<file path="src/rtl/run_sequencer.sv">
`default_nettype none
// ============================================================================
// Module      : run_sequencer
// Description : Run-control FSM for the PC. Handles start/ack, PC init and
//               jump/branch/stall steering, and counts RUN cycles with a watchdog.
// Revision    : 1.0 - initial release
// ============================================================================
module run_sequencer #(
    parameter int PC_W     = 10,
    parameter int CNT_W    = 16,
    parameter int INIT_CYC = 2,
    parameter int TIMEOUT  = 1000
) (
    input  logic             clk,
    input  logic             rst_n,
    input  logic             start,
    output logic             ack,
    output logic             busy,
    input  logic             jump_req,
    input  logic             branch_req,
    input  logic             branch_cond,
    input  logic [PC_W-1:0]  target,
    input  logic             stall,
    input  logic             done_req,
    input  logic [PC_W-1:0]  pc_in,
    input  logic             halt_in,
    output logic             pc_init,
    output logic             pc_jump_en,
    output logic             pc_branch_en,
    output logic             pc_done,
    output logic [PC_W-1:0]  pc_dest,
    output logic             timeout,
    output logic [CNT_W-1:0] cycle_count
);

    localparam int c_ICW = (INIT_CYC > 1) ? $clog2(INIT_CYC) : 1;

    typedef enum logic [2:0] {
        S_IDLE  = 3'd0,
        S_INIT  = 3'd1,
        S_RUN   = 3'd2,
        S_DRAIN = 3'd3,
        S_DONE  = 3'd4
    } state_t;

    state_t           r_state;
    state_t           w_state_nxt;
    logic [c_ICW-1:0] r_init_cnt;
    logic [CNT_W-1:0] r_count;
    logic             r_timeout;
    logic [CNT_W-1:0] w_count_inc;
    logic             w_hit_timeout;

    // Saturating increment; the watchdog fires on the cycle that reaches TIMEOUT
    assign w_count_inc   = (r_count == {CNT_W{1'b1}}) ? r_count : r_count + CNT_W'(1);
    assign w_hit_timeout = (w_count_inc == CNT_W'(TIMEOUT));

    always_ff @(posedge clk or negedge rst_n) begin
        if (!rst_n) begin
            r_state    <= S_IDLE;
            r_init_cnt <= '0;
            r_count    <= '0;
            r_timeout  <= 1'b0;
        end else begin
            r_state <= w_state_nxt;
            case (r_state)
                S_IDLE: begin
                    if (start) begin
                        r_init_cnt <= '0;
                        r_count    <= '0;
                        r_timeout  <= 1'b0;
                    end
                end
                S_INIT: r_init_cnt <= r_init_cnt + c_ICW'(1);
                S_RUN: begin
                    r_count <= w_count_inc;
                    if (w_hit_timeout) begin
                        r_timeout <= 1'b1;
                    end
                end
                default: ;
            endcase
        end
    end

    always_comb begin
        w_state_nxt  = r_state;
        pc_init      = 1'b0;
        pc_jump_en   = 1'b0;
        pc_branch_en = 1'b0;
        pc_done      = 1'b0;
        pc_dest      = target;
        busy         = 1'b0;
        ack          = 1'b0;
        case (r_state)
            S_IDLE: begin
                pc_init = 1'b1;
                if (start) begin
                    w_state_nxt = S_INIT;
                end
            end
            S_INIT: begin
                pc_init = 1'b1;
                busy    = 1'b1;
                if (r_init_cnt == c_ICW'(INIT_CYC - 1)) begin
                    w_state_nxt = S_RUN;
                end
            end
            S_RUN: begin
                busy = 1'b1;
                // A stall reloads the current PC so it holds for this cycle
                if (stall) begin
                    pc_jump_en = 1'b1;
                    pc_dest    = pc_in;
                end else if (jump_req) begin
                    pc_jump_en = 1'b1;
                end else if (branch_req && branch_cond) begin
                    pc_branch_en = 1'b1;
                end
                if (w_hit_timeout) begin
                    w_state_nxt = S_DRAIN;
                end else if (done_req && !stall) begin
                    w_state_nxt = S_DRAIN;
                end
            end
            S_DRAIN: begin
                busy    = 1'b1;
                pc_done = 1'b1;
                if (halt_in) begin
                    w_state_nxt = S_DONE;
                end
            end
            S_DONE: begin
                ack     = 1'b1;
                pc_done = 1'b1;
                if (!start) begin
                    w_state_nxt = S_IDLE;
                end
            end
            default: w_state_nxt = S_IDLE;
        endcase
    end

    assign timeout     = r_timeout;
    assign cycle_count = r_count;

endmodule
`default_nettype wire

</file>
<file path="config.mk">
export PLATFORM = sky130hd
export DESIGN_NAME = run_sequencer
export DESIGN_NICKNAME = d
export VERILOG_FILES = /design/src/rtl/run_sequencer.sv
export SDC_FILE = /design/constraint.sdc
export NUM_CORES = 1
export LEC_CHECK = 0
export CAP_MARGIN = 20
export CELL_PAD_IN_SITES_DETAIL_PLACEMENT = 0
export CELL_PAD_IN_SITES_GLOBAL_PLACEMENT = 1
export CORE_MARGIN = 4
export CORE_UTILIZATION = 34
export DETAILED_ROUTE_END_ITERATION = 16
export PLACE_DENSITY_LB_ADDON = 0.2
export SLEW_MARGIN = 40
export SYNTH_ARGS = -nofsm -noshare
export SYNTH_HDL_FRONTEND = slang
export SYNTH_SLANG_ARGS = --single-unit
</file>
<file path="constraint.sdc">
create_clock -name clk -period 3.3 [get_ports clk]
set_input_delay 0.66 -clock clk [delete_from_list [all_inputs] [get_ports clk]]
set_output_delay 0.66 -clock clk [all_outputs]
set_load 0.1 [all_outputs]
</file>
# ---- Word-level counts from Yosys, hierarchy flattened
# Index checks and enable logic that the tools add are counted.
dict set report totals {
  reg_bits 21
  in_bits 29
}
dict set report op_classes {
  n_addsub 2
  eq_ne 12
  n_mux 27
  reduce_logical 13
}
# operator n
set ops {}
lappend ops {{$mux 16} 2}
lappend ops {{$pmux 16 s2} 1}
lappend ops {{$mux 10} 2}
lappend ops {{$mux 3} 6}
lappend ops {{$add 16x1->16 const B} 1}
lappend ops {{$eq 16x10->1 const B} 1}
lappend ops {{$eq 16x16->1 const B} 1}
lappend ops {{$pmux 3 s5} 1}
lappend ops {{$mux 1} 13}
lappend ops {{$ne 2x2->1 const B} 5}
lappend ops {{$eq 3x2->1 const B} 2}
lappend ops {{$reduce_and 5->1} 1}
lappend ops {{$pmux 1 s2} 2}
lappend ops {{$reduce_and 2->1} 2}
lappend ops {{$reduce_bool 2->1} 2}
lappend ops {{$reduce_or 2->1} 2}
lappend ops {{$eq 3x1->1 const B} 1}
lappend ops {{$eq 3x3->1 const B} 1}
lappend ops {{$logic_not 3->1} 1}
lappend ops {{$ne 3x3->1 const B} 1}
lappend ops {{$reduce_and 3->1} 1}
lappend ops {{$reduce_or 3->1} 1}
lappend ops {{$logic_and 1x1->1} 2}
lappend ops {{$add 1x1->1 const B} 1}
lappend ops {{$logic_not 1->1} 1}

# ---- Longest topological paths before layout
# Gate-level depths: netlist (run 1).
dict set report logic_depth {
  depth_word 5
  ltp_mapped 9
}

# ---- Least setup slack after synthesis (run 1)
# No wires, ideal clock.
dict set report synth_timing {
  kind {flip-flop to output port}
  startpoint {register r_state[1]}
  endpoint {output port pc_done}
  arrival_time_ns 2.343
  t_required_ns 2.640
  slack_ns 0.297
  path_stages_with_launch 5
  cell_sequence {dfrtp_1 clkbuf_1 nor2_1 and2_1 o21bai_1}
}
dict set report synth_via {
  elab_chain_cells 3
  elab_cells_between_ends 4
  cone_classes {2 x eq/ne; 1 x mux; 1 x reduce/logical}
}
# element line_no
set synth_lines {}
lappend synth_lines {{start, declared} 46} ;# state_t r_state;
lappend synth_lines {{start signal, assigned} 65} ;# r_state <= w_state_nxt;
lappend synth_lines {{$eq 3x3->1 or $eq 3x2->1 (tied branches)} 95} ;# case (r_state)
lappend synth_lines {{$reduce_or 2->1 (no source line) *} n/a}
lappend synth_lines {{$mux 1 *} 95}
lappend synth_lines {{end, declared} 30} ;# output logic pc_done,
# Mark *: on every way between the ends. The rest lies on a longest branch, timed or not.

# ---- Worst setup path after layout (run 1)
dict set report layout_timing {
  startpoint {input port stall}
  endpoint {output port pc_dest[2]}
}
dict set report layout_via {
  elab_chain_cells 2
}
# element line_no
set layout_lines {}
lappend layout_lines {{start, declared} 23} ;# input logic stall,
lappend layout_lines {{$mux 10} 112} ;# if (stall) begin
lappend layout_lines {{$mux 10} 95}
lappend layout_lines {{end, declared} 31} ;# output logic [PC_W-1:0] pc_dest,
# Every way passes these cells.

==> flow_metrics.env, run 1 <==
export IMPL_wl_um=4850
export IMPL_r2r_slack_ps=1060
export IMPL_worst_hold_slack_ps=513
export IMPL_place_ws_ps=453
export IMPL_port_buffers=61
export IMPL_worst_slack_ps=464
export IMPL_synth_top_area_frac=0.316
export IMPL_start_util=0.352
export IMPL_avgSynthCellArea_sq_um=8.52
export IMPL_drtIter0Drc=78
export IMPL_cts_resized=0
export IMPL_cp_required_ps=2640
export IMPL_nets=277
export IMPL_p_leak_nw=0.987
export IMPL_clock_sinks=21
export IMPL_synthFlopType="dfrtp_1"
export IMPL_p_sw_mw=0.797
export IMPL_yosysWarnings=0
export IMPL_cts_tree="yes"
export IMPL_drc=0
export IMPL_hold_buffers=0
export IMPL_firstDrtPassIters=5
export IMPL_dieArea_sq_mm=0.00607
export IMPL_num_rows=25
export IMPL_synth_edf_count=0
export IMPL_syn_nets=225
export IMPL_cp_end_kind="output pin"
export IMPL_syn_area_sq_mm=0.00166
export IMPL_grt_pass1_vias=1684
export IMPL_vias=1685
export IMPL_ys_seq_area_frac=0.316
export IMPL_hp_class="reg -> reg"
export IMPL_post_cts_setup_buffer_count=0
export IMPL_path_clk_slew_ps=90
export IMPL_wl_per_cell_um=15.5
export IMPL_ctsHtreeMaxLevel=1
export IMPL_pwr_share_clk=0.130
export IMPL_finalHoldViolCount=0
export IMPL_worstSetupStartpointType="input pin"
export IMPL_p_int_mw=0.649
export IMPL_p_seq_frac=0.249
export IMPL_fillCellCount=477
export IMPL_synthArstFlopShare=1.00
export IMPL_arrival_ps=2180
export IMPL_final_antenna_net_count=0
export IMPL_fin_crit_ps=2840
export IMPL_synthTopCellsByArea="dfrtp_1 32%, mux2_2 8.1%, o21ai_0 6.0%"
export IMPL_setup_viol=0
export IMPL_critical_path_max_fanout=10
export IMPL_clock_skew_ps=8.91
export IMPL_max_slew_margin=0.634
export IMPL_core_area_sq_mm=0.00472
export IMPL_grtUsageTotal=0.161
export IMPL_die_w_um=77.9
export IMPL_die_y_um=77.9
export IMPL_power_density_mw_per_mm2=617
export IMPL_dpl_cell_area_sq_mm=0.00230
export IMPL_final_util=0.496
export IMPL_final_cell_count_no_fill=313
export IMPL_clock_latency_ps=280
export IMPL_p_sw_frac=0.551
export IMPL_placed_cells=309
export IMPL_drive_gt1_frac=0.256
export IMPL_yosysUniqueCellTypes=47
export IMPL_fin_tns_setup_ps=0
export IMPL_status="finished clean"
export IMPL_place_gp_congestion=0.780
export IMPL_grt_overflow_total=0
export IMPL_numCtsBuffers=3
export IMPL_grt_pass1_wl_um=7990
export IMPL_fin_crit_sh=0.859
export IMPL_clockRootBuffer="clkbuf_8"
export IMPL_area_delta_synth_final_pct=41.1
export IMPL_power_mw=1.45
export IMPL_comb_power_share=0.622
export IMPL_io_pins=62
export IMPL_crit_type="in -> out"
export IMPL_max_freq_ghz=0.353
export IMPL_ys_ff_latch=21
export IMPL_netlist_instances=195
export IMPL_ir_drop_mv=0.837
export IMPL_routed_via_density=5.38
export IMPL_diodes=0
export IMPL_grt_max_degree=22
export IMPL_final_common_cell="clkdlybuf4s50_1"
export IMPL_final_cell_mix="28 x clkdlybuf4s50_1, 27 x buf_4, 21 x nor2_1, 21 x dfrtp_1, 19 x o21ai_0"
export IMPL_cts_buffer_depth=2
export IMPL_drv_slew=0
export IMPL_final_area_sq_mm=0.00234
export IMPL_rsz0062_at_grt="false"
export IMPL_synth_top_area_cell="dfrtp_1"
export IMPL_antenna_found_initial=0
export IMPL_place_detailed_hpwl_um=3630
export IMPL_cap_violations=0
export IMPL_tightest_slew_ps=548
==> layout make-up <==
type,count,area (sq um),share of cell area
flip-flops and latches,21,526,0.224
clock buffers,3,41.3,0.0176
multi-input cells,153,992,0.423
clock inverters,1,7.51,0.00320
well taps,67,83.8,0.0358
repair buffers,65,683,0.291
inverters,3,11.3,0.00480
==> flip-flops by register name, summed over array words and instances, names as in the netlist <==
name         count
r_init_cnt       1
timeout          1
cycle_count     16
r_state          3
==> cell usage after synthesis (2+ instances only) <==
cell type  count
a311oi_1       2
a31oi_1       10
o21ai_1        2
nor3_2         2
buf_2          5
inv_1          3
and4_1         5
a21oi_1       11
o21bai_1       2
clkbuf_1       4
buf_4          3
nand3b_1       2
dfrtp_1       21
nor2_1        21
nand3_1        7
a22o_1         3
a41oi_1        2
mux2_2        12
nand2_1       18
nand4_1        6
xnor2_1        2
buf_6          5
and3_1         2
and2_1         2
nand2b_1       2
o21ai_0       20
==> metal layers <==
metal  share of wire  vias to the layer above  GRT usage
met1            0.45                      787      0.207
li1                -                      829          -
met4          0.0074                        0     0.0385
met5               0                        -          0
met2            0.46                       65      0.267
met3           0.083                        4     0.0464
==> worst max-delay path, stage by stage <==
cell and delay [ps]:
clkdlybuf4s50_1 480, and3_1 440, mux2_2 420, buf_12 170
==> power groups by stage <==
stage / sequential [mW] / clock, mW / combinational, mW
5_1_grt: 0.369 / 0.204 / 0.952
3_3_place_gp: 0.364 / 0 / 0.902
4_1_cts: 0.359 / 0.193 / 0.906
6_report: 0.360 / 0.187 / 0.899
2_1_floorplan: 0.408 / 0 / 0.629
3_5_place_dp: 0.364 / 0 / 0.905
==> kinds of logic after synthesis <==
group / count (synthesis) / synth area share
multiplexers: 13 / 0.0873
XOR/XNOR: 3 / 0.0158
flip-flops: 21 / 0.316
adder cells (fa/ha/maj): 1 / 0.00753
AND/OR/NAND/NOR: 77 / 0.265
buffers and inverters: 21 / 0.0866
AO/OA/AOI/OAI: 59 / 0.221
==> path summary, 6_finish.rpt <==
path	start	end	depth (start not counted)
setup / recovery	stall	pc_dest[2]	4
hold / removal	timeout$_DFFE_PN0P_	timeout$_DFFE_PN0P_	2
setup reg to reg	cycle_count[0]$_DFFE_PN0P_	r_state[0]$_DFFE_PN0P_	8
hold reg to reg	timeout$_DFFE_PN0P_	timeout$_DFFE_PN0P_	2
max in group asynchronous	rst_n	cycle_count[13]$_DFFE_PN0P_	2
min in group asynchronous	rst_n	cycle_count[3]$_DFFE_PN0P_	2
No activity file was read; power rests on OpenSTA's default activity.
==> run 2: changes to the inputs <==
--- a/config.mk
+++ b/config.mk
@@ -11,6 +11,7 @@
 export CORE_MARGIN = 4
 export CORE_UTILIZATION = 34
 export DETAILED_ROUTE_END_ITERATION = 16
+export GPL_TIMING_DRIVEN = 1
 export PLACE_DENSITY_LB_ADDON = 0.2
 export SLEW_MARGIN = 40
 export SYNTH_ARGS = -nofsm -noshare
==> results of run 2 <==
Same layout as run 1: the final DEF is identical, and so are final timing and power.
